### config.mk
export PLATFORM = sky130hd
export DESIGN_NAME = mult_share_arbiter
export DESIGN_NICKNAME = d
export VERILOG_FILES = /design/src/rtl/mult_share_pkg.sv /design/src/rtl/param_multiplier.sv /design/src/rtl/rr_arbiter.sv /design/src/rtl/mult_share_arbiter.sv
export SDC_FILE = /design/constraint.sdc
export NUM_CORES = 1
export LEC_CHECK = 0
export BUFFER_PORTS_ARGS = -buffer_cell sky130_fd_sc_hd__buf_2
export CAP_MARGIN = 15
export CELL_PAD_IN_SITES_DETAIL_PLACEMENT = 2
export CELL_PAD_IN_SITES_GLOBAL_PLACEMENT = 2
export CORE_AREA = 2 2 208 108
export DETAILED_ROUTE_END_ITERATION = 8
export DIE_AREA = 0 0 210 110
export GPL_ROUTABILITY_DRIVEN = 0
export PLACE_DENSITY_LB_ADDON = 0.2
export SLEW_MARGIN = 20
export SYNTH_ARGS = -nofsm -noshare
export SYNTH_HDL_FRONTEND = slang
export SYNTH_SLANG_ARGS = --single-unit
### constraint.sdc
create_clock -name clk -period 5.7 [get_ports clk]
set_input_delay 0.285 -clock clk [delete_from_list [all_inputs] [get_ports clk]]
set_output_delay 0.285 -clock clk [all_outputs]
set_load 0.02 [all_outputs]
### src/rtl/mult_share_pkg.sv
// Shared types and default constants for the multiplier-sharing arbiter.
// Imported by the arbiter top level.
package mult_share_pkg;

   typedef enum logic [1:0] {
      IDLE = 2'd0,
      MUL  = 2'd1,
      RESP = 2'd2
   } mult_share_state_t;

   localparam int MS_WIDTH   = 8;
   localparam int MS_NUM_REQ = 4;

endpackage

### src/rtl/param_multiplier.sv
// Unsigned combinational multiplier producing the full double-width product.
module param_multiplier #(
   parameter int WIDTH = 8
) (
   input  logic [WIDTH-1:0]   a,
   input  logic [WIDTH-1:0]   b,
   output logic [2*WIDTH-1:0] product
);

   // Zero-extend both operands so the product is never truncated
   assign product = {{WIDTH{1'b0}}, a} * {{WIDTH{1'b0}}, b};

endmodule

### src/rtl/rr_arbiter.sv
// Combinational round-robin picker: first set request at or after ptr,
// wrapping from N-1 back to 0.
module rr_arbiter #(
   parameter int N  = 4,
   parameter int IW = $clog2(N)
) (
   input  logic [N-1:0]  req,
   input  logic [IW-1:0] ptr,
   output logic [N-1:0]  grant,
   output logic [IW-1:0] grant_idx,
   output logic          any
);

   logic [IW:0]   sum_s;
   logic [IW-1:0] idx_s;

   // Scan requesters in priority order starting from ptr
   always_comb begin
      grant     = '0;
      grant_idx = '0;
      any       = 1'b0;
      sum_s     = '0;
      idx_s     = '0;
      for (int i = 0; i < N; i++) begin
         sum_s = {1'b0, ptr} + (IW+1)'(i);
         if (sum_s >= (IW+1)'(N)) begin
            sum_s = sum_s - (IW+1)'(N);
         end else begin
            sum_s = sum_s;
         end
         idx_s = sum_s[IW-1:0];
         if (!any && req[idx_s]) begin
            any          = 1'b1;
            grant[idx_s] = 1'b1;
            grant_idx    = idx_s;
         end else begin
            any = any;
         end
      end
   end

endmodule

### src/rtl/mult_share_arbiter.sv
// Shares one param_multiplier among NUM_REQ requesters with round-robin
// grants and a single backpressured response channel.
module mult_share_arbiter
   import mult_share_pkg::*;
#(
   parameter int WIDTH   = MS_WIDTH,
   parameter int NUM_REQ = MS_NUM_REQ,
   parameter int IDW     = $clog2(NUM_REQ)
) (
   input  logic                     clk,
   input  logic                     rst,
   input  logic [NUM_REQ-1:0]       req_valid,
   output logic [NUM_REQ-1:0]       req_ready,
   input  logic [NUM_REQ*WIDTH-1:0] req_a,
   input  logic [NUM_REQ*WIDTH-1:0] req_b,
   output logic                     rsp_valid,
   input  logic                     rsp_ready,
   output logic [2*WIDTH-1:0]       rsp_product,
   output logic [IDW-1:0]           rsp_id
);

   mult_share_state_t state_r, state_nxt_s;

   logic [IDW-1:0]     ptr_r;
   logic [WIDTH-1:0]   op_a_r;
   logic [WIDTH-1:0]   op_b_r;
   logic [IDW-1:0]     op_id_r;
   logic [NUM_REQ-1:0] grant_s;
   logic [IDW-1:0]     grant_idx_s;
   logic               any_s;
   logic               take_s;
   logic [IDW-1:0]     ptr_nxt_s;
   logic [2*WIDTH-1:0] mul_p_s;
   logic [WIDTH-1:0]   a_arr_s [NUM_REQ];
   logic [WIDTH-1:0]   b_arr_s [NUM_REQ];

   for (genvar gi = 0; gi < NUM_REQ; gi++) begin : g_unpack
      assign a_arr_s[gi] = req_a[gi*WIDTH +: WIDTH];
      assign b_arr_s[gi] = req_b[gi*WIDTH +: WIDTH];
   end

   rr_arbiter #(
      .N  (NUM_REQ),
      .IW (IDW)
   ) u_rr (
      .req       (req_valid),
      .ptr       (ptr_r),
      .grant     (grant_s),
      .grant_idx (grant_idx_s),
      .any       (any_s)
   );

   param_multiplier #(
      .WIDTH (WIDTH)
   ) u_mul (
      .a       (op_a_r),
      .b       (op_b_r),
      .product (mul_p_s)
   );

   assign ptr_nxt_s = (grant_idx_s == IDW'(NUM_REQ-1)) ? '0 : grant_idx_s + IDW'(1);

   // Next-state and grant decode; ready is suppressed while rst is high
   always_comb begin
      state_nxt_s = state_r;
      req_ready   = '0;
      take_s      = 1'b0;
      case (state_r)
         IDLE: begin
            if (any_s && !rst) begin
               req_ready   = grant_s;
               take_s      = 1'b1;
               state_nxt_s = MUL;
            end else begin
               state_nxt_s = IDLE;
            end
         end
         MUL: begin
            state_nxt_s = RESP;
         end
         RESP: begin
            if (rsp_ready) begin
               state_nxt_s = IDLE;
            end else begin
               state_nxt_s = RESP;
            end
         end
         default: begin
            state_nxt_s = IDLE;
         end
      endcase
   end

   // State, pointer, operand and response registers
   always_ff @(posedge clk) begin
      if (rst) begin
         state_r     <= IDLE;
         ptr_r       <= '0;
         op_a_r      <= '0;
         op_b_r      <= '0;
         op_id_r     <= '0;
         rsp_valid   <= 1'b0;
         rsp_product <= '0;
         rsp_id      <= '0;
      end else begin
         state_r   <= state_nxt_s;
         rsp_valid <= (state_nxt_s == RESP);
         if (take_s) begin
            op_a_r  <= a_arr_s[grant_idx_s];
            op_b_r  <= b_arr_s[grant_idx_s];
            op_id_r <= grant_idx_s;
            ptr_r   <= ptr_nxt_s;
         end
         if (state_r == MUL) begin
            rsp_product <= mul_p_s;
            rsp_id      <= op_id_r;
         end
      end
   end

endmodule

After elaboration in Yosys (flattened, before gate mapping)
Cells that the tools add are included.
{"block": "op_classes", "n_addsub": 8, "mul": 1, "n_lt_le_gt_ge": 13, "eq_ne": 4, "mux": 46, "bitwise_logic": 4, "n_reduce_logical": 13}
{"operator": "$bmux W8 S2", "n": 2}
{"operator": "$mux W8", "n": 4}
{"operator": "$mux W4", "n": 6}
{"operator": "$mux W2", "n": 10}
{"operator": "$mul A8 B8 Y16", "n": 1}
{"operator": "$mux W1", "n": 15}
{"operator": "$ge A3 B3 Y1 const B", "n": 4}
{"operator": "$lt A2 B3 Y1 const B", "n": 4}
{"operator": "$or A4 B4 Y4", "n": 3}
{"operator": "$bmux W1 S2", "n": 4}
{"operator": "$demux W1 S2", "n": 4}
{"operator": "$ge A2 B1 Y1 const B", "n": 4}
{"operator": "$logic_and A1 B1 Y1", "n": 8}
{"operator": "$sub A2 B1 Y2 const B", "n": 4}
{"operator": "$add A2 B2 Y3 const B", "n": 2}
{"operator": "$eq A2 B2 Y1 const B", "n": 3}
{"operator": "$pmux W2 S3", "n": 1}
{"operator": "$logic_not A1 Y1", "n": 4}
{"operator": "$add A2 B1 Y3 const B", "n": 1}
{"operator": "$ge A2 B3 Y1 const B", "n": 1}
{"operator": "$not A2 Y3", "n": 1}
{"operator": "$add A2 B1 Y2 const B", "n": 1}
{"operator": "$eq A2 B1 Y1 const B", "n": 1}
{"operator": "$logic_not A2 Y1", "n": 1}
{"block": "word_totals", "reg_bits": 41, "inputBits": 71, "output_inout_bits": 23, "wordCells": 97}

Logic depth before layout (Yosys ltp)
Gate-level depths: netlist of the first run.
{"block": "logic_depth", "word_depth": 18, "mapped_depth": 17, "mapped_depth_nobuf": 17}

By module
From an unflattened synthesis of the first run, not the netlist that was laid out.
{"block": "hier_totals", "cells_unflattened": 487, "hier_area_um2": 4443.0}
{"module": "param_multiplier", "n_inst": 1, "cells_each": 243, "area_per_inst_um2": 2105.8, "seq_area_each_um2": 0.0}
{"module": "mult_share_arbiter", "n_inst": 1, "cells_each": 199, "area_per_inst_um2": 1918.1, "seq_area_each_um2": 820.8}
{"module": "rr_arbiter", "n_inst": 1, "cells_each": 45, "area_per_inst_um2": 419.2, "seq_area_each_um2": 0.0}

Worst setup path before layout of the first run
No wires, ideal clock.
{"block": "synth_path", "path_type": "reg2reg", "start": "reg op_a_r[2]", "end": "reg rsp_product[15]", "setup_ps": 127, "arrival_ps": 4215, "required_ps": 5573, "slack_ps": 1358, "path_stages_with_launch": 14, "n_path_buf": 0, "synth_period_minus_slack_ps": 4342, "path_cell_list": "dfxtp_1 -> and2_1 -> fa_1 -> fa_1 -> fa_1 -> inv_1 -> fa_1 -> inv_1 -> ha_1 -> a2111oi_0 -> a211oi_1 -> or4_1 -> a21oi_1 -> a311oi_1"}
{"block": "synth_between", "elab_chain_cells": 1}
{"element": "start: declaration", "line_no": "mult_share_arbiter.sv:25", "source": "logic [WIDTH-1:0] op_a_r;"}
{"element": "start signal: assignment", "line_no": "mult_share_arbiter.sv:109", "source": "op_a_r <= a_arr_s[grant_idx_s];"}
{"element": "$mul A8 B8 Y16", "line_no": "param_multiplier.sv:11", "source": "assign product = {{WIDTH{1'b0}}, a} * {{WIDTH{1'b0}}, b};"}
{"element": "end signal: assignment", "line_no": "mult_share_arbiter.sv:115", "source": "rsp_product <= mul_p_s;"}
{"element": "end: declaration", "line_no": "mult_share_arbiter.sv:18", "source": "output logic [2*WIDTH-1:0] rsp_product,"}
No other way between the ends.
A chain may end at the register's enable or synchronous reset.

Worst setup path after layout of the first run
{"block": "layout_path", "start": "reg op_a_r[4]", "end": "reg rsp_product[15]"}
Same word-level chain as after synthesis.

==> results of run 1 <==
==> final cells by class <==
cell class	instances	share of cell area
Antenna cell	1	0.000413
Clock buffer	5	0.0206
Clock inverter	2	0.00578
Inverter	53	0.0328
Multi-Input combinational cell	558	0.658
Sequential cell	41	0.136
Tap cell	280	0.0578
Timing Repair Buffer	103	0.0891
==> critical path, cell delays in order, from the launching register on <==
cell       delay, ps
dfxtp_1          520
and2_1           210
fa_1             460
fa_1             530
fa_1             550
inv_1             60
fa_1             530
inv_1             50
ha_1             260
a2111oi_0        650
a211oi_1         230
or4_1            540
a311oi_1         260
==> routing by layer <==
metal,part of all wire,track usage,vias to the layer above
met5,0,0,-
met4,0.0067,0.0248,0
met3,0.028,0.0255,9
met2,0.44,0.299,57
met1,0.52,0.257,2663
li1,-,-,2521
==> cells by family after synthesis <==
kind of cell / count (synthesis)
compound gates: 156
xor+xnor: 7
fa+ha+maj: 81
buf+inv: 100
flops: 41
mux: 11
simple gates: 303
==> Yosys cell counts (5+ instances only) <==
cell / n
clkbuf_1: 35
nor2_1: 89
a22oi_1: 6
a221oi_1: 5
nand2_1: 52
inv_1: 52
a21oi_1: 86
o21ai_0: 6
a21o_1: 6
fa_1: 36
ha_1: 45
and2_1: 52
o211ai_2: 10
buf_1: 5
nand3_1: 18
dfxtp_1: 41
nor3_1: 67
o211ai_1: 24
==> power groups by stage <==
stage | logic, mW | clock network (mW) | registers (mW)
after detailed placement | 1.89 | 0 | 0.541
final | 1.87 | 0.330 | 0.534
after CTS | 1.90 | 0.340 | 0.536
after floorplan | 1.38 | 0 | 0.475
after global placement | 1.82 | 0 | 0.522
after global routing | 2.14 | 0.352 | 0.557
==> sequential cells by signal (all words and copies together) (netlist names) <==
signal,cells
rsp_id,2
rsp_product,16
ptr_r,2
state_r,2
rsp_valid,1
op_id_r,2
op_b_r,8
op_a_r,8
==> per-stage QoR <==
step	hold WS (ps)	cell area [sq um]
after floorplan	431	5210
after global placement	444	5900
after detailed placement	450	5900
after CTS	405	6060
after global routing	432	6060
final	400	6070
==> path summary, 6_finish.rpt <==
check | slack [ps] | endpoint | cells past startpoint | startpoint
hold / removal | 400 | state_r[1] | 4 | rsp_ready
setup reg to reg | 760 | rsp_product[15] | 12 | op_a_r[4]
hold reg to reg | 450 | rsp_product[11] | 2 | rsp_product[11]
setup / recovery | 760 | rsp_product[15] | 12 | op_a_r[4]
==> qor.yml, run 1 <==
placement:
  port_buffers: 93
  pre_cts_ws_ps: 800
  hpwl_um: 15800
  dp.cells: 1035
synthesis:
  synth_area_leaders: "dfxtp_1 16%, fa_1 14%, ha_1 11%"
  synthAdderAreaFrac: 0.246
  synth_area_sq_um: 5210
  synth_simple_gate_area_share: 0.280
  async_reset_ff_frac: 0
  synth_compound_area_frac: 0.193
  synth_nets: 851
  synth_top_area_frac: 0.158
  synth_seq_cells: 41
  synth_xor_area_frac: 0.0118
  yosys_warnings: 0
  synthMuxAreaShare: 0.0315
  synth_flop_cell: "dfxtp_1"
  synth_cell_type_count: 48
  synth_top_family_by_area: "simple AND/OR/NAND/NOR gates"
  yosysSeqAreaShare: 0.158
  synth.avg_cell_area_sq_um: 7.45
  yosysTopAreaCell: "dfxtp_1"
  synthCells: 699
  synth_edf_count: 0
finish:
  fin_util: 0.285
  nNetsFinal: 914
  finalNonFillerCells: 1043
  final_common_cell: "buf_2"
  drive_gt1_frac: 0.186
  multiInputGateArea_sq_um: 3990
  regArea_sq_um: 825
  final_cell_mix: "93 x buf_2, 87 x nor2_1, 85 x a21oi_1"
  syn2layout_area_growth_pct: 16.5
  nFillCells: 2496
sta:
  fin_skew_ps: 5.22
  relSlewSlack: 0.318
  rsz0062_at_grt: "false"
  fin_crit_sh: 0.866
  layout_setup_ws_ps: 762
  max_freq_mhz: 202
  slew_violations: 0
  hold_viol: 0
  min_period_ps: 4940
  setup_viol: 0
  fin_tns_setup_ps: 0
  worst_pin_slew_ps: 1020
cts:
  cts_setup_buffers: 0
  cts.sinks: 41
  clkSlewWorstSetupHoldPaths_ps: 70
  cts_root_buffer: "clkbuf_16"
  cts_resized: 0
  insertion_delay_ps: 290
  cts_buffers: 5
  cts_tree: "done"
  clockBufferDepth: 2
  cts_hold_buf: 0
  cts_max_level: 2
floorplan:
  die-area_sq_um: 23100
  core_area_sq_um: 21300
  die_h_um: 110
  rows: 38
  initial_core_util: 0.245
  die_w_um: 210
  ios: 94
critical_path:
  path_max_fanout: 9
  critical_path_required_ps: 5900
  critPathLaunchType: "flop"
  cp_data_arrival_time_ps: 5140
  end_kind: "flop"
  crit_type: "flop to flop"
pwr:
  combPwrFrac: 0.684
  finalPower_mw: 2.74
  clockPowerShare: 0.121
  leakage_nw: 2.82
  swShare: 0.548
  intPower_mw: 1.24
  switchingPower_mw: 1.50
  pwr-share-seq: 0.195
  vdd_drop_max_uv: 206
  power.density_nw_per_um2: 451
routing:
  drtAntennaViolNets: 0
  vias_per_cell: 5.03
  wl_um: 19700
  avgRoutedWirePerCell_um: 18.9
  drt-pass1-iter-count: 4
  drt-initial-drc-count: 190
  vias: 5250
  drc_errors: 0
grt:
  grt_overflow_total: 0
  antenna_found_initial: 0
  grt_pass1_wl_um: 32500
  first_global_vias: 5928
  grtUsageTotal: 0.180
  grt_max_degree: 106
outcome:
  outcome: "finished, final reports clean"
flow_run:
  maxCapViolations: 0
hold_path:
  hold_path.class: "input port to flop"
No activity file was read; power rests on OpenSTA's default activity.
==> inputs of run 2 (changes only) <==
- PLACE_DENSITY: not set -> 0.72
- PLACE_DENSITY_LB_ADDON: 0.2 -> not set
==> qor.yml, run 2 (synthesis results as in run 1) <==
outcome:
  outcome: "finished, final reports clean"
routing:
  vias: 5216  # -0.65%
  wl_um: 19400  # -1.6%
  drt-initial-drc-count: 264  # +39%
  drc_errors: 0  # unchanged
  drtAntennaViolNets: 0  # unchanged
  avgRoutedWirePerCell_um: 18.6  # -1.4%
  drt-pass1-iter-count: 4  # unchanged
  vias_per_cell: 5.01  # -0.46%
grt:
  first_global_vias: 5637  # -4.9%
  use_met3: 0.0263  # +0.000850
  grt_pass1_wl_um: 31800  # -2.1%
  grtUsageTotal: 0.176  # -0.00423
  top_usage_layer: "met2"
  grt_max_degree: 121  # +14%
  met2_usage: 0.272  # -0.0263
  antenna_found_initial: 0  # unchanged
  grt_overflow_total: 0  # unchanged
  grtUsageMet1: 0.268  # +0.0111
pwr:
  power.density_nw_per_um2: 450  # -0.16%
  switchingPower_mw: 1.50  # -0.27%
  combPwrFrac: 0.686  # +0.002
  finalPower_mw: 2.73  # -0.14%
  pwr-share-seq: 0.190  # -0.005
  swShare: 0.547  # -0.000725
  vdd_drop_max_uv: 244  # +19%
  leakage_nw: 2.81  # -0.29%
  clockPowerShare: 0.124  # +0.003
  intPower_mw: 1.24  # about the same
finish:
  final_common_cell: "buf_2"
  nFillCells: 2484  # -0.48%
  drive_gt1_frac: 0.184  # -0.00238
  largest_reg_flops: 16  # unchanged
  regMostFlops: "rsp_product"
  top_regs: "rsp_product x16, op_a_r x8, op_b_r x8"
  nNetsFinal: 912  # -0.22%
  syn2layout_area_growth_pct: 16.5  # about the same
  final_cell_mix: "93 x buf_2, 87 x nor2_1, 85 x a21oi_1"
  postLayoutCellArea_sq_um: 6070  # about the same
  num_antenna_cells: 0  # -1
cts:
  cts.sinks: 41  # unchanged
  cts_tree: "done"
  clkSlewWorstSetupHoldPaths_ps: 60  # about the same
  cts_buffers: 5  # unchanged
  cts_resized: 0  # unchanged
  clockBufferDepth: 2  # unchanged
  insertion_delay_ps: 300  # about the same
  cts_root_buffer: "clkbuf_16"
  cts_max_level: 2  # unchanged
  cts_hold_buf: 0  # unchanged
  cts_setup_buffers: 0  # unchanged
placement:
  pre_cts_ws_ps: 881  # +81.9 ps
  dpl_cell_area_sq_um: 5890  # -0.17%
  hpwl_um: 15400  # -2.3%
  port_buffers: 93  # unchanged
sta:
  setup_viol: 0  # unchanged
  relSlewSlack: 0.402  # +0.0845
  fin_crit_sh: 0.857  # -0.00923
  layout_setup_ws_ps: 814  # +52.6 ps
  min_period_ps: 4890  # -52.6 ps
  worst_pin_slew_ps: 895  # -129 ps
  hold_viol: 0  # unchanged
  fin_tns_setup_ps: 0  # unchanged
  slew_violations: 0  # unchanged
  max_freq_mhz: 205  # +1.1%
  fin_skew_ps: 9.82  # +4.60 ps
  rsz0062_at_grt: "false"
hold_path:
  hp-start: "rsp_ready"
  hold_path.class: "input port to flop"
critical_path:
  cp_data_arrival_time_ps: 5080  # -60 ps
  path_max_fanout: 9  # unchanged
  end_kind: "flop"
  crit_type: "flop to flop"
  critical_path_required_ps: 5900  # about the same
  worstReg2RegStart: "op_b_r[6]"
  crit_start: "op_b_r[6]"
  critPathLaunchType: "flop"
floorplan:
  die_w_um: 210  # unchanged
  rows: 38  # unchanged
  die-area_sq_um: 23100  # unchanged
  die_h_um: 110  # unchanged
  ios: 94  # unchanged
  initial_core_util: 0.245  # unchanged
  core_area_sq_um: 21300  # unchanged
flow_run:
  maxCapViolations: 0  # unchanged
[run 2: power by group through the flow]
stage / registers (mW) / logic [mW] / clock network (mW)
finish: 0.518 / 1.87 / 0.340
CTS: 0.517 / 1.90 / 0.348
floorplan: 0.475 / 1.38 / 0
global placement: 0.513 / 1.84 / 0
global route: 0.541 / 2.13 / 0.367
detailed placement: 0.523 / 1.88 / 0
[run 2: cell type report]
cell class                 count  area, sq um  share of cell area
tap                          280          350              0.0577
timing repair buffer         101          529              0.0872
inverter                      53          199              0.0328
multi-input combinational    558         3990               0.658
clock inverter                 3         46.3             0.00763
clock buffer                   5          125              0.0206
sequential                    41          825               0.136
[run 2: stage by stage]
step | hold slack, ps | util | std cells
2_1_floorplan | 431 | - | 699
3_3_place_gp | 444 | 0.277 | 1033
3_5_place_dp | 454 | 0.277 | 1033
4_1_cts | 386 | 0.285 | 1041
5_1_grt | 452 | 0.285 | 1041
6_report | 382 | 0.285 | 1041
[run 2: routing by layer]
| metal | routed length [um] | up-vias |
|---|---|---|
| li1 | - | 2513 |
| met3 | 1040 | 2 |
| met5 | 0 | - |
| met2 | 8220 | 62 |
| met4 | 19 | 0 |
| met1 | 10100 | 2639 |
[run 2: path summary, 6_finish.rpt]
path                          end  slack [ps]  cells after the start
hold reg to reg    rsp_product[7]         460                      2
setup / recovery  rsp_product[15]         810                     12
setup reg to reg  rsp_product[15]         810                     12
hold / removal          rsp_valid         380                      4
[run 2: worst max-delay path, stage by stage, from the launching register on]
cell	delay [ps]
dfxtp_1	500
and2_1	220
fa_1	460
fa_1	530
fa_1	550
inv_1	50
fa_1	530
inv_1	50
ha_1	240
a2111oi_0	640
a211oi_1	200
or4_1	540
a311oi_1	280
==> inputs of run 3 (changes only) <==
- PLACE_DENSITY: 0.72 -> not set
- PLACE_DENSITY_LB_ADDON: not set -> 0.1
==> qor.yml, run 3 (synthesis results as in run 1) <==
outcome:
  outcome: "finished, final reports clean"
grt:
  grt_max_degree: 120  # -0.83%
  antenna_found_initial: 0  # unchanged
  grt_pass1_wl_um: 32900  # +3.4%
  first_global_vias: 5692  # +0.98%
  grt_overflow_total: 0  # unchanged
  grtUsageTotal: 0.186  # +0.00950
cts:
  cts_setup_buffers: 0  # unchanged
  insertion_delay_ps: 300  # about the same
  cts_hold_buf: 0  # unchanged
  cts_resized: 0  # unchanged
  cts_max_level: 2  # unchanged
  clkSlewWorstSetupHoldPaths_ps: 70  # about the same
  cts_tree: "done"
  cts.sinks: 41  # unchanged
  clockBufferDepth: 2  # unchanged
  cts_buffers: 5  # unchanged
  cts_root_buffer: "clkbuf_16"
critical_path:
  cpPeakStageDelay_ps: 550  # -90 ps
  critical_path_required_ps: 5880  # -20 ps
  path_max_fanout: 9  # unchanged
  path_buf_inv: 2  # unchanged
  critPathLaunchType: "flop"
  crit_type: "flop to flop"
  crit_family: "adder cells"
  path_cells: "and2_1 -> fa_1 -> fa_1 -> inv_1 -> fa_1 -> fa_1 -> inv_1 -> ha_1 -> o21a_1 -> o21ai_0 -> a211oi_1 -> or4_1 -> a21oi_1 -> a311oi_1"
  cpMaxStageDelayCell: "fa_1"
  cp_common_cell: "fa_1"
  end_kind: "flop"
  cp_data_arrival_time_ps: 5120  # +40 ps
routing:
  drt-pass1-iter-count: 4  # unchanged
  drt-initial-drc-count: 195  # -26%
  avgRoutedWirePerCell_um: 19.6  # +5.0%
  vias: 5242  # +0.50%
  drtAntennaViolNets: 0  # unchanged
  vias_per_cell: 5.04  # +0.50%
  wl_um: 20400  # +5.0%
  drc_errors: 0  # unchanged
floorplan:
  ios: 94  # unchanged
  die-area_sq_um: 23100  # unchanged
  die_h_um: 110  # unchanged
  core_area_sq_um: 21300  # unchanged
  die_w_um: 210  # unchanged
  rows: 38  # unchanged
  initial_core_util: 0.245  # unchanged
finish:
  regMostFlops: "rsp_product"
  final_common_cell: "buf_2"
  syn2layout_area_growth_pct: 15.8
  final_cell_mix: "93 x buf_2, 87 x nor2_1, 85 x a21oi_1"
  largest_reg_flops: 16  # unchanged
  num_antenna_cells: 0  # unchanged
  drive_gt1_frac: 0.184  # unchanged
  top_regs: "rsp_product x16, op_a_r x8, op_b_r x8"
  nFillCells: 2505  # +0.85%
  nNetsFinal: 912  # unchanged
sta:
  worst_pin_slew_ps: 1050  # +156 ps
  slew_violations: 0  # unchanged
  relSlewSlack: 0.300  # -0.102
  hold_viol: 0  # unchanged
  fin_skew_ps: 4.77  # -5.05 ps
  fin_tns_setup_ps: 0  # unchanged
  setup_viol: 0  # unchanged
  max_freq_mhz: 202  # -1.1%
  rsz0062_at_grt: "false"
  min_period_ps: 4940  # +52.7 ps
  fin_crit_sh: 0.866  # +0.00925
pwr:
  vdd_drop_max_uv: 177  # -27%
  leakage_nw: 2.80  # -0.38%
  finalPower_mw: 2.71  # -0.74%
  power.density_nw_per_um2: 449  # -0.19%
placement:
  hpwl_um: 16200  # +5.0%
  port_buffers: 93  # unchanged
flow_run:
  maxCapViolations: 0  # unchanged
hold_path:
  hold_path.class: "input port to flop"
[run 3: cell count changes in the layout (fill, tap and decap cells not counted), sizes merged]
cell and change:
bufinv -1, clkinv +1
[run 3: where the power goes]
part | internal, mW | switching [mW] | total, mW
Sequential | 0.371 | 0.158 | 0.529
Clock | 0.161 | 0.141 | 0.302
Combinational | 0.659 | 1.22 | 1.88
[run 3: routing by layer]
metal	track usage	vias up	share of wire
met5	0	-	0
met4	0.0304	0	0.0090
met1	0.275	2671	0.54
li1	-	2507	-
met2	0.285	51	0.42
met3	0.0323	13	0.028
[run 3: worst reg2reg max path, delay by kind of cell (launching register included)]
kind                       cells  cell delay [ps]
buffers and inverters          2               90
adders and majority gates      5             2380
and+or+nand+nor                2              770
AOI/OAI and AO/OA              5             1140
DFF                            1              430
[run 3: path summary, 6_finish.rpt]
path / cells past startpoint / from / to / slack, ps
max: 14 / op_b_r[4] / rsp_product[15] / 760
min: 4 / rsp_ready / state_r[1] / 360
max reg2reg: 14 / op_b_r[4] / rsp_product[15] / 760
min reg2reg: 2 / rsp_product[2] / rsp_product[2] / 460
[run 3: cell type report]
type,instances,area [sq um],share of cell area
repair buffers,101,529,0.0877
flip-flops and latches,41,825,0.137
inverters,53,199,0.0330
clock inverters,3,17.5,0.00290
well taps,280,350,0.0581
multi-input cells,558,3990,0.661
clock buffers,5,125,0.0207
[run 3: stage by stage]
| step | worst slack, ps | instance area [sq um] | util | instances | hold WS (ps) |
|---|---|---|---|---|---|
| floorplan | 1360 | 5210 | - | 699 | 431 |
| CTS | 762 | 6030 | 0.284 | 1041 | 356 |
| finish | 761 | 6030 | 0.284 | 1041 | 365 |
| global placement | 909 | 5880 | 0.277 | 1033 | 445 |
| detailed placement | 804 | 5890 | 0.277 | 1033 | 446 |
| global route | 493 | 6030 | 0.284 | 1041 | 427 |
